===== src/rtl/vfu_done_arbiter.sv =====
// -----------------------------------------------------------------------------
// vfu_done_arbiter
//
// Collects completion events from the VFUs of the lane array, picks one per
// cycle with a round-robin arbiter, buffers it in a small FIFO and presents
// the oldest completion to the instruction launcher over valid/ready.
//
// Ports
//   clk_i          rising-edge clock
//   rst_i          asynchronous, active-high reset
//   req_done_i     per-VFU done request, held high by the VFU until granted
//   req_id_i       per-VFU instruction ID, packed NrReq x IdWidth
//   req_gnt_o      one-hot grant, combinational, in the cycle of acceptance
//   done_valid_o   FIFO head holds a completion
//   done_id_o      instruction ID of the head entry
//   done_src_o     VFU index that produced the head entry
//   done_ready_i   launcher accepts the head entry
//   fifo_count_o   current FIFO occupancy
// -----------------------------------------------------------------------------
module vfu_done_arbiter #(
    parameter  int NrReq     = 4,
    parameter  int IdWidth   = 3,
    parameter  int FifoDepth = 4,
    localparam int SrcW      = (NrReq > 1) ? $clog2(NrReq) : 1,
    localparam int PtrW      = (FifoDepth > 1) ? $clog2(FifoDepth) : 1,
    localparam int CntW      = $clog2(FifoDepth + 1)
) (
    input  logic                     clk_i,
    input  logic                     rst_i,
    input  logic [NrReq-1:0]         req_done_i,
    input  logic [NrReq*IdWidth-1:0] req_id_i,
    output logic [NrReq-1:0]         req_gnt_o,
    output logic                     done_valid_o,
    output logic [IdWidth-1:0]       done_id_o,
    output logic [SrcW-1:0]          done_src_o,
    input  logic                     done_ready_i,
    output logic [CntW-1:0]          fifo_count_o
);

    // Control state
    logic [SrcW-1:0]    r_rr_ptr;
    logic [PtrW-1:0]    r_wr_ptr;
    logic [PtrW-1:0]    r_rd_ptr;
    logic [CntW-1:0]    r_count;

    // Completion storage
    logic [IdWidth-1:0] r_mem_id  [FifoDepth];
    logic [SrcW-1:0]    r_mem_src [FifoDepth];

    logic [IdWidth-1:0] w_req_id [NrReq];
    logic               w_pop;
    logic               w_can_push;
    logic               w_gnt_any;
    logic [SrcW-1:0]    w_gnt_idx;
    logic [NrReq-1:0]   w_gnt;

    // Round-robin successor of the granted index, wrapping at NrReq (which
    // need not be a power of two).
    function automatic logic [SrcW-1:0] rr_next(input logic [SrcW-1:0] k);
        if (int'(k) == NrReq - 1) begin
            return '0;
        end
        return k + SrcW'(1);
    endfunction

    always_comb begin
        for (int i = 0; i < NrReq; i++) begin
            w_req_id[i] = req_id_i[i*IdWidth +: IdWidth];
        end
    end

    assign done_valid_o = (r_count != '0);
    assign w_pop        = done_valid_o && done_ready_i;

    // A pop in the same cycle frees a slot, so a full FIFO still accepts
    // when the launcher drains it. Nothing is accepted while in reset.
    assign w_can_push = !rst_i && ((r_count < CntW'(FifoDepth)) || w_pop);

    // Rotating priority search starting at r_rr_ptr; first requester wins.
    always_comb begin
        logic [SrcW:0] v_sum;
        logic [SrcW-1:0] v_sel;
        w_gnt     = '0;
        w_gnt_idx = '0;
        w_gnt_any = 1'b0;
        v_sum     = '0;
        v_sel     = '0;
        for (int i = 0; i < NrReq; i++) begin
            v_sum = {1'b0, r_rr_ptr} + (SrcW+1)'(i);
            if (v_sum >= (SrcW+1)'(NrReq)) begin
                v_sum = v_sum - (SrcW+1)'(NrReq);
            end
            v_sel = v_sum[SrcW-1:0];
            if (w_can_push && !w_gnt_any && req_done_i[v_sel]) begin
                w_gnt_any    = 1'b1;
                w_gnt_idx    = v_sel;
                w_gnt[v_sel] = 1'b1;
            end
        end
    end

    assign req_gnt_o = w_gnt;

    // Grant/push stage: arbiter state, FIFO pointers, occupancy, storage
    always_ff @(posedge clk_i or posedge rst_i) begin
        if (rst_i) begin
            r_rr_ptr <= '0;
            r_wr_ptr <= '0;
            r_rd_ptr <= '0;
            r_count  <= '0;
            for (int i = 0; i < FifoDepth; i++) begin
                r_mem_id[i]  <= '0;
                r_mem_src[i] <= '0;
            end
        end else begin
            if (w_gnt_any) begin
                r_mem_id[r_wr_ptr]  <= w_req_id[w_gnt_idx];
                r_mem_src[r_wr_ptr] <= w_gnt_idx;
                r_wr_ptr            <= r_wr_ptr + PtrW'(1);
                r_rr_ptr            <= rr_next(w_gnt_idx);
            end
            if (w_pop) begin
                r_rd_ptr <= r_rd_ptr + PtrW'(1);
            end
            case ({w_gnt_any, w_pop})
                2'b10:   r_count <= r_count + CntW'(1);
                2'b01:   r_count <= r_count - CntW'(1);
                default: r_count <= r_count;
            endcase
        end
    end

    // Head entry straight from storage; no bypass from the request side.
    assign done_id_o    = r_mem_id[r_rd_ptr];
    assign done_src_o   = r_mem_src[r_rd_ptr];
    assign fifo_count_o = r_count;

endmodule


===== config.mk =====
export PLATFORM = sky130hd
export DESIGN_NAME = vfu_done_arbiter
export DESIGN_NICKNAME = d
export VERILOG_FILES = /design/src/rtl/vfu_done_arbiter.sv
export SDC_FILE = /design/constraint.sdc
export NUM_CORES = 1
export LEC_CHECK = 0
export CORE_MARGIN = 2
export CORE_UTILIZATION = 30
export DETAILED_ROUTE_END_ITERATION = 10
export HOLD_SLACK_MARGIN = 0.05
export PLACE_DENSITY = 0.55
export SLEW_MARGIN = 20
export SYNTH_ARGS = -nofsm -noshare
export SYNTH_HDL_FRONTEND = slang
export SYNTH_SLANG_ARGS = --single-unit

===== constraint.sdc =====
create_clock -name clk_i -period 3.35 [get_ports clk_i]
set_input_delay 1.005 -clock clk_i [delete_from_list [all_inputs] [get_ports clk_i]]
set_output_delay 1.005 -clock clk_i [all_outputs]
set_load 0.02 [all_outputs]

==> impl_results.md, run 1 <==
* Worst-path clk slew at 60 ps
* Leakage at 1.224 nW
* Largest driver fanout on the critical path at 4
* WS Path Type: primary input to output port
* Clk root buf: clkbuf_8
* Cell Pwr Density at 923.3 nW/µm²
* Port bufs at 31
* CTS tree: done
* Met2 Usage GRT at 20.65%
* Nets@finish at 277
* Yosys reg bits at 29
* ANT cells at 0
* MaxCap Viol Count at 0
* Final worst-path cycle share at 98.11%
* Slew margin rel. at 70.53%
* Clk Latency, worst-skew pair at 270 ps
* Post-Syn Area at 1911 µm²
* Met1 Use GR at 19.43%
* Final setup vio count at 0
* Peak supply drop at 0.3888 mV
* Design Power at 0.002472 W
* GRT Residual Overflow at 0
* Util after Layout at 42.90%
* Die height at 83.81 µm
* Largest net degree at the start of global routing at 30
* Synthesized instance count at 186
* Filler instances at 616
* Cell taking the most area after synthesis: dfrtp_1
* Synth Flop Type: dfrtp_1
* Drt pass-1 iters at 4
* CTS Buf Count at 5
* CP required at 2340 ps
* I/O pins at 32
* Die Wd at 83.81 µm
* H-tree Lvls at 2
* Drt total wl at 4542 µm
* Fraction of registers with async set or reset after synthesis at 100.0%
* GR peak layer: met2
* Final Skew at 4.899 ps
* Post-synth EDFFs at 0
* Top cells by area, synth: dfrtp_1, mux4_2, nand2_1
* RSZ-0062 raised after global routing: false
* CTS max path bufs at 2
* Core area at 6241 µm²
* HP Class: flop to flop
* Clock sink count at 29
* DR DRC count at 0
* Fin area at 2678 µm²
* Syn_nets at 216
* Top cell type's share of synthesized area at 37.98%
* DR iter-0 viols at 107
* Status: complete, no violations
* DR vias/cell at 4.951
* Fmax at 304.2 MHz
* Post-Syn Area per Cell at 10.27 µm²
* Commonest non-fill, non-tap cell in the layout: nand2_1
* Final Critical Period at 3287 ps
* Initial Utilization at 30.61%
* Crit path arrival time at 2280 ps
* Startpoint types: primary input
* Vias at 1609
* CP endpoint kind: output port
* Seq/Total Area, Yosys at 37.98%
* Rows at 29
* DIE AREA at 7023 µm²
* Global Route Usage Sum at 13.30%
* Remaining antenna violation count at 0
* Yosys Warn Count at 0
* Initial antenna violation count at 0
* Routed wire length per instance at 13.98 µm
* Placed Area at 2476 µm²
* Gp weighted congestion at 0.8015
* DP HPWL at 3383 µm
* Least-Margin Pin Slew at 442.1 ps
* Area Overhead vs Synth at 40.14%
* Vias in the first global route at 1597
* Endpoints failing hold at 0
* Grt met3 use at 2.572%
* First-pass GRT wire length at 7645 µm
* Most frequent cells in the layout: nand2_1, dfrtp_1, buf_4, clkdlybuf4s50_1, o221ai_1
* Layout cells sized above 1 at 31.45%
* Max-slew violation count at 0
* Netlist cell types at 40
[power breakdown]
group          internal [W]  total [W]  switching, W
registers          0.000510   0.000641      0.000131
clock network      0.000185   0.000310      0.000125
logic              0.000783    0.00152      0.000738
total               0.00148    0.00247      0.000994
[through the flow]
| stage | worst slack, ps | setup TNS [ps] | std cells | hold WS, ps |
|---|---|---|---|---|
| 4_1_cts | 15.87 | 0 | 324 | 475.5 |
| 3_3_place_gp | -804.8 | -5838 | 313 | 454.9 |
| 3_5_place_dp | -834.2 | -6109 | 313 | 460.5 |
| 6_report | 63.20 | 0 | 325 | 471.2 |
| 2_1_floorplan | 231.9 | 0 | 186 | 441.6 |
| 5_1_grt | 3.644 | 0 | 325 | 509.0 |
[synthesized netlist by cell type (2+ instances only)]
cell type	n
nand2_1	40
dfrtp_1	29
o221ai_1	12
ha_1	10
inv_1	10
a22oi_1	8
o21ai_0	8
mux4_2	7
nor2_1	5
a21oi_1	4
mux2i_2	4
nand3_1	4
or2_1	4
and3_1	3
mux2i_1	3
nand2b_1	3
nor3_1	3
xnor2_1	3
xor2_1	3
buf_6	2
clkbuf_1	2
[metal layers]
layer / vias up / part of all wire (%)
met2: 35 / 46
met5: - / 0
li1: 790 / -
met3: 4 / 4.8
met1: 780 / 49
met4: 0 / 0.88
[path summary, 6_finish.rpt]
path / startpoint / endpoint / slack [ps] / cells past startpoint
min reg2reg: r_mem_src[2] / r_mem_src[2] / 470 / 2
min in group asynchronous: rst_i / r_wr_ptr[0] / 1180 / 4
max in group asynchronous: rst_i / r_mem_id[4] / 1890 / 4
min: r_mem_src[2] / r_mem_src[2] / 470 / 2
max reg2reg: r_rr_ptr[0] / r_mem_id[3] / 280 / 13
max: req_done_i[0] / req_gnt_o[3] / 60 / 8
[critical path: stages]
cell and delay [ps]:
buf_2 120, buf_6 120, mux4_2 490, nand2b_4 100, nor2_4 50, a22oi_1 170, nand2_1 90, buf_6 140
[cell families after synthesis]
logic type | count (synthesis) | synth area share [%]
AOI/OAI and AO/OA | 37 | 14.87
xor gates and xnor gates | 6 | 2.751
adders and majority gates | 11 | 7.597
buffers and inverters | 16 | 4.126
DFF | 29 | 37.98
muxes | 16 | 14.67
and+or+nand+nor | 71 | 18.01
[sequential cells by signal, summed over array words and instances, names as in the netlist]
| signal | cells |
|---|---|
| r_mem_id | 12 |
| fifo_count_o | 3 |
| r_rr_ptr | 2 |
| r_mem_src | 8 |
| r_wr_ptr | 2 |
| r_rd_ptr | 2 |
[area by class of cell]
| type | instances | area [µm²] | area share [%] |
|---|---|---|---|
| clock buffers | 7 | 96.34 | 3.598 |
| clock inverters | 1 | 5.005 | 0.1869 |
| inverters | 10 | 37.54 | 1.402 |
| multi-input cells | 141 | 1175 | 43.88 |
| flip-flops and latches | 29 | 725.7 | 27.10 |
| well taps | 77 | 96.34 | 3.598 |
| repair buffers | 60 | 541.8 | 20.23 |
[what timing repair did]
action | CTS | global route
hold buffers | 0 | 0
buffers inserted | 4 | 2
hold endpoints to repair | 0 | 0
pin swaps | 11 | 4
resized for setup | 52 | 17
setup endpoints to repair | 4 | 4
No activity file was read; power rests on OpenSTA's default activity.
==> run 2, diff against run 1 <==
--- a/config.mk
+++ b/config.mk
@@ -5,6 +5,7 @@
 export SDC_FILE = /design/constraint.sdc
 export NUM_CORES = 1
 export LEC_CHECK = 0
+export ABC_CLOCK_PERIOD_IN_PS = 3350
 export CORE_MARGIN = 2
 export CORE_UTILIZATION = 30
 export DETAILED_ROUTE_END_ITERATION = 10
==> results of run 2 <==
The final DEF is identical to that of run 1; final timing and power are the same.
==> run 3, diff against run 2 <==
--- a/config.mk
+++ b/config.mk
@@ -6,11 +6,13 @@
 export NUM_CORES = 1
 export LEC_CHECK = 0
 export ABC_CLOCK_PERIOD_IN_PS = 3350
-export CORE_MARGIN = 2
+export CAP_MARGIN = 25
+export CORE_MARGIN = 4
 export CORE_UTILIZATION = 30
 export DETAILED_ROUTE_END_ITERATION = 10
 export HOLD_SLACK_MARGIN = 0.05
 export PLACE_DENSITY = 0.55
+export SKIP_LAST_GASP = 1
 export SLEW_MARGIN = 20
 export SYNTH_ARGS = -nofsm -noshare
 export SYNTH_HDL_FRONTEND = slang
==> run 3 against run 2 <==
  * Maximum frequency is 0.62% lower
  * Non-clock buffer count stayed put
  * Combinational power is 3% higher
  * Final cell count is 0.62% lower
  * Core utilization is 1.7 points higher
  * Design area is 0.93% higher
  * Largest power group unchanged
  * Highest routed layer unchanged
==> impl_results.md, run 3 (synthesis results as in run 1) <==
* Cell Pwr Density at 932.4 nW/µm²
* DR iter-0 viols at 118
* Switching pwr at 0.001030 W
* Area Overhead vs Synth at 41.45%
* CTS tree: done
* FF-to-FF path depth at 13
* Placement Setup Slack at -877.1 ps
* Commonest non-fill, non-tap cell in the layout: nand2_1
* R2r endpoint: r_mem_id[5]
* Max-slew violation count at 0
* Die Wd at 87.81 µm
* DP HPWL at 3541 µm
* Clock sink count at 29
* Drt pass-1 iters at 4
* Status: complete, no violations
* CP required at 2340 ps
* Layout Cells excl Fill at 323
* Pint at 0.001490 W
* Final Critical Period at 3307 ps
* GRT Residual Overflow at 0
* Filler instances at 568
* I/O pins at 32
* Hold Path End: r_mem_src[2]
* Setup TNS at 0 ps
* Peak supply drop at 0.4300 mV
* Clk root buf: clkbuf_8
* Gp weighted congestion at 0.8712
* Share of power burned in the clock network at 12.7%
* R2R setup slack at 340 ps
* Hold path depth at 2
* Placed Cells at 312
* Fin area at 2703 µm²
* Fmax at 302.4 MHz
* Initial antenna violation count at 0
* Least-Margin Pin Slew at 449.7 ps
* Vias at 1622
* Placed Area at 2481 µm²
* CTS Buf Count at 5
* DR DRC count at 0
* Combinational power share at 62.0%
* Slew margin rel. at 70.02%
* Hold_sp: r_mem_src[2]
* Vias in the first global route at 1687
* Drt total wl at 4837 µm
* Reg2reg start: r_rr_ptr[0]
* ANT cells at 0
* MaxCap Viol Count at 0
* Register area at 725.7 µm²
* CP endpoint kind: output port
* Crit path arrival time at 2300 ps
* Most frequent cells in the layout: nand2_1, dfrtp_1, buf_4, clkdlybuf4s50_1, o221ai_1
* Area of the multi-input gates at 1192 µm²
* Startpoint types: primary input
* Rows at 28
* Nets@finish at 277
* Final worst-path cycle share at 98.72%
* Initial Utilization at 31.52%
* Leakage at 1.228 nW
* DIE AREA at 7710 µm²
* Layout cells sized above 1 at 32.26%
* Die height at 87.81 µm
* HP Class: flop to flop
* Final setup vio count at 0
* Sequential Power Share at 25.3%
* First-pass GRT wire length at 8114 µm
* Worst setup startpoint: req_done_i[3]
* Clk Latency, worst-skew pair at 280 ps
* Core area at 6061 µm²
* H-tree Lvls at 2
* Largest net degree at the start of global routing at 30
* Routed wire length per instance at 14.98 µm
* Largest driver fanout on the critical path at 4
* Worst-path clk slew at 60 ps
* Reg with most FFs: r_mem_id
* WS Path Type: primary input to output port
* Remaining antenna violation count at 0
* Final Skew at 7.988 ps
* CTS max path bufs at 2
* Switch share at 40.86%
* Max FFs per register at 12
* Setup ws final at 42.82 ps
* Endpoints failing hold at 0
* Port bufs at 31
* Global Route Usage Sum at 13.76%
* DR vias/cell at 5.022
## run 3: timing repair
| item | CTS | global route |
|---|---|---|
| buffers inserted | 3 | 1 |
| setup endpoints to repair | 4 | 4 |
| pin swaps | 12 | 8 |
| hold buffers | 0 | 0 |
| cloned | 0 | 0 |
| gates resized for setup | 54 | 24 |
## run 3: final cells by class
class,instances,area share (%)
flip-flops and latches,29,26.85
repair buffers,60,20.42
inverters,10,1.389
clock inverters,1,0.1852
well taps,75,3.472
clock buffers,7,3.565
multi-input cells,141,44.12
## run 3: worst max path at each step
stage                    to  slack, ps  cells past startpoint
3_5_place_dp   req_gnt_o[0]       -880                      7
4_1_cts        req_gnt_o[1]         30                      8
2_1_floorplan  req_gnt_o[0]        230                      6
5_1_grt        req_gnt_o[1]        -20                      8
3_3_place_gp   req_gnt_o[2]       -870                      7
6_report       req_gnt_o[1]         40                      8
## run 3: metrics by stage
step / power [W] / util, % / hold slack [ps]
final: 0.002520 / 44.59 / 472.1
after global routing: 0.002720 / 44.59 / 512.3
after CTS: 0.002476 / 43.35 / 473.2
after detailed placement: 0.002092 / 40.94 / 458.9
after global placement: 0.002087 / 40.94 / 457.2
after floorplan: 0.001555 / - / 441.6
## run 3: critical path, stage by stage
cell and delay [ps]:
buf_4 130, buf_6 110, mux4_2 480, nand2b_4 110, nor2_4 50, a22oi_2 190, nand2_1 90, buf_6 130
## run 3: per-layer routing
| layer | wire length [µm] | track usage (%) | part of all wire, % |
|---|---|---|---|
| met5 | 0 | 0 | 0 |
| met2 | 2293 | 21.16 | 47 |
| met1 | 2245 | 18.90 | 46 |
| met4 | 97 | 5.439 | 2.0 |
| met3 | 200 | 2.916 | 4.1 |
## run 3: power groups by stage
| stage | logic [W] | registers [W] | clock network, W |
|---|---|---|---|
| final | 0.00156 | 0.000638 | 0.000319 |
| after global routing | 0.00171 | 0.000666 | 0.000343 |
| after CTS | 0.00151 | 0.000638 | 0.000327 |
| after detailed placement | 0.00145 | 0.000641 | 0 |
| after global placement | 0.00144 | 0.000645 | 0 |
| after floorplan | 0.000943 | 0.000613 | 0 |
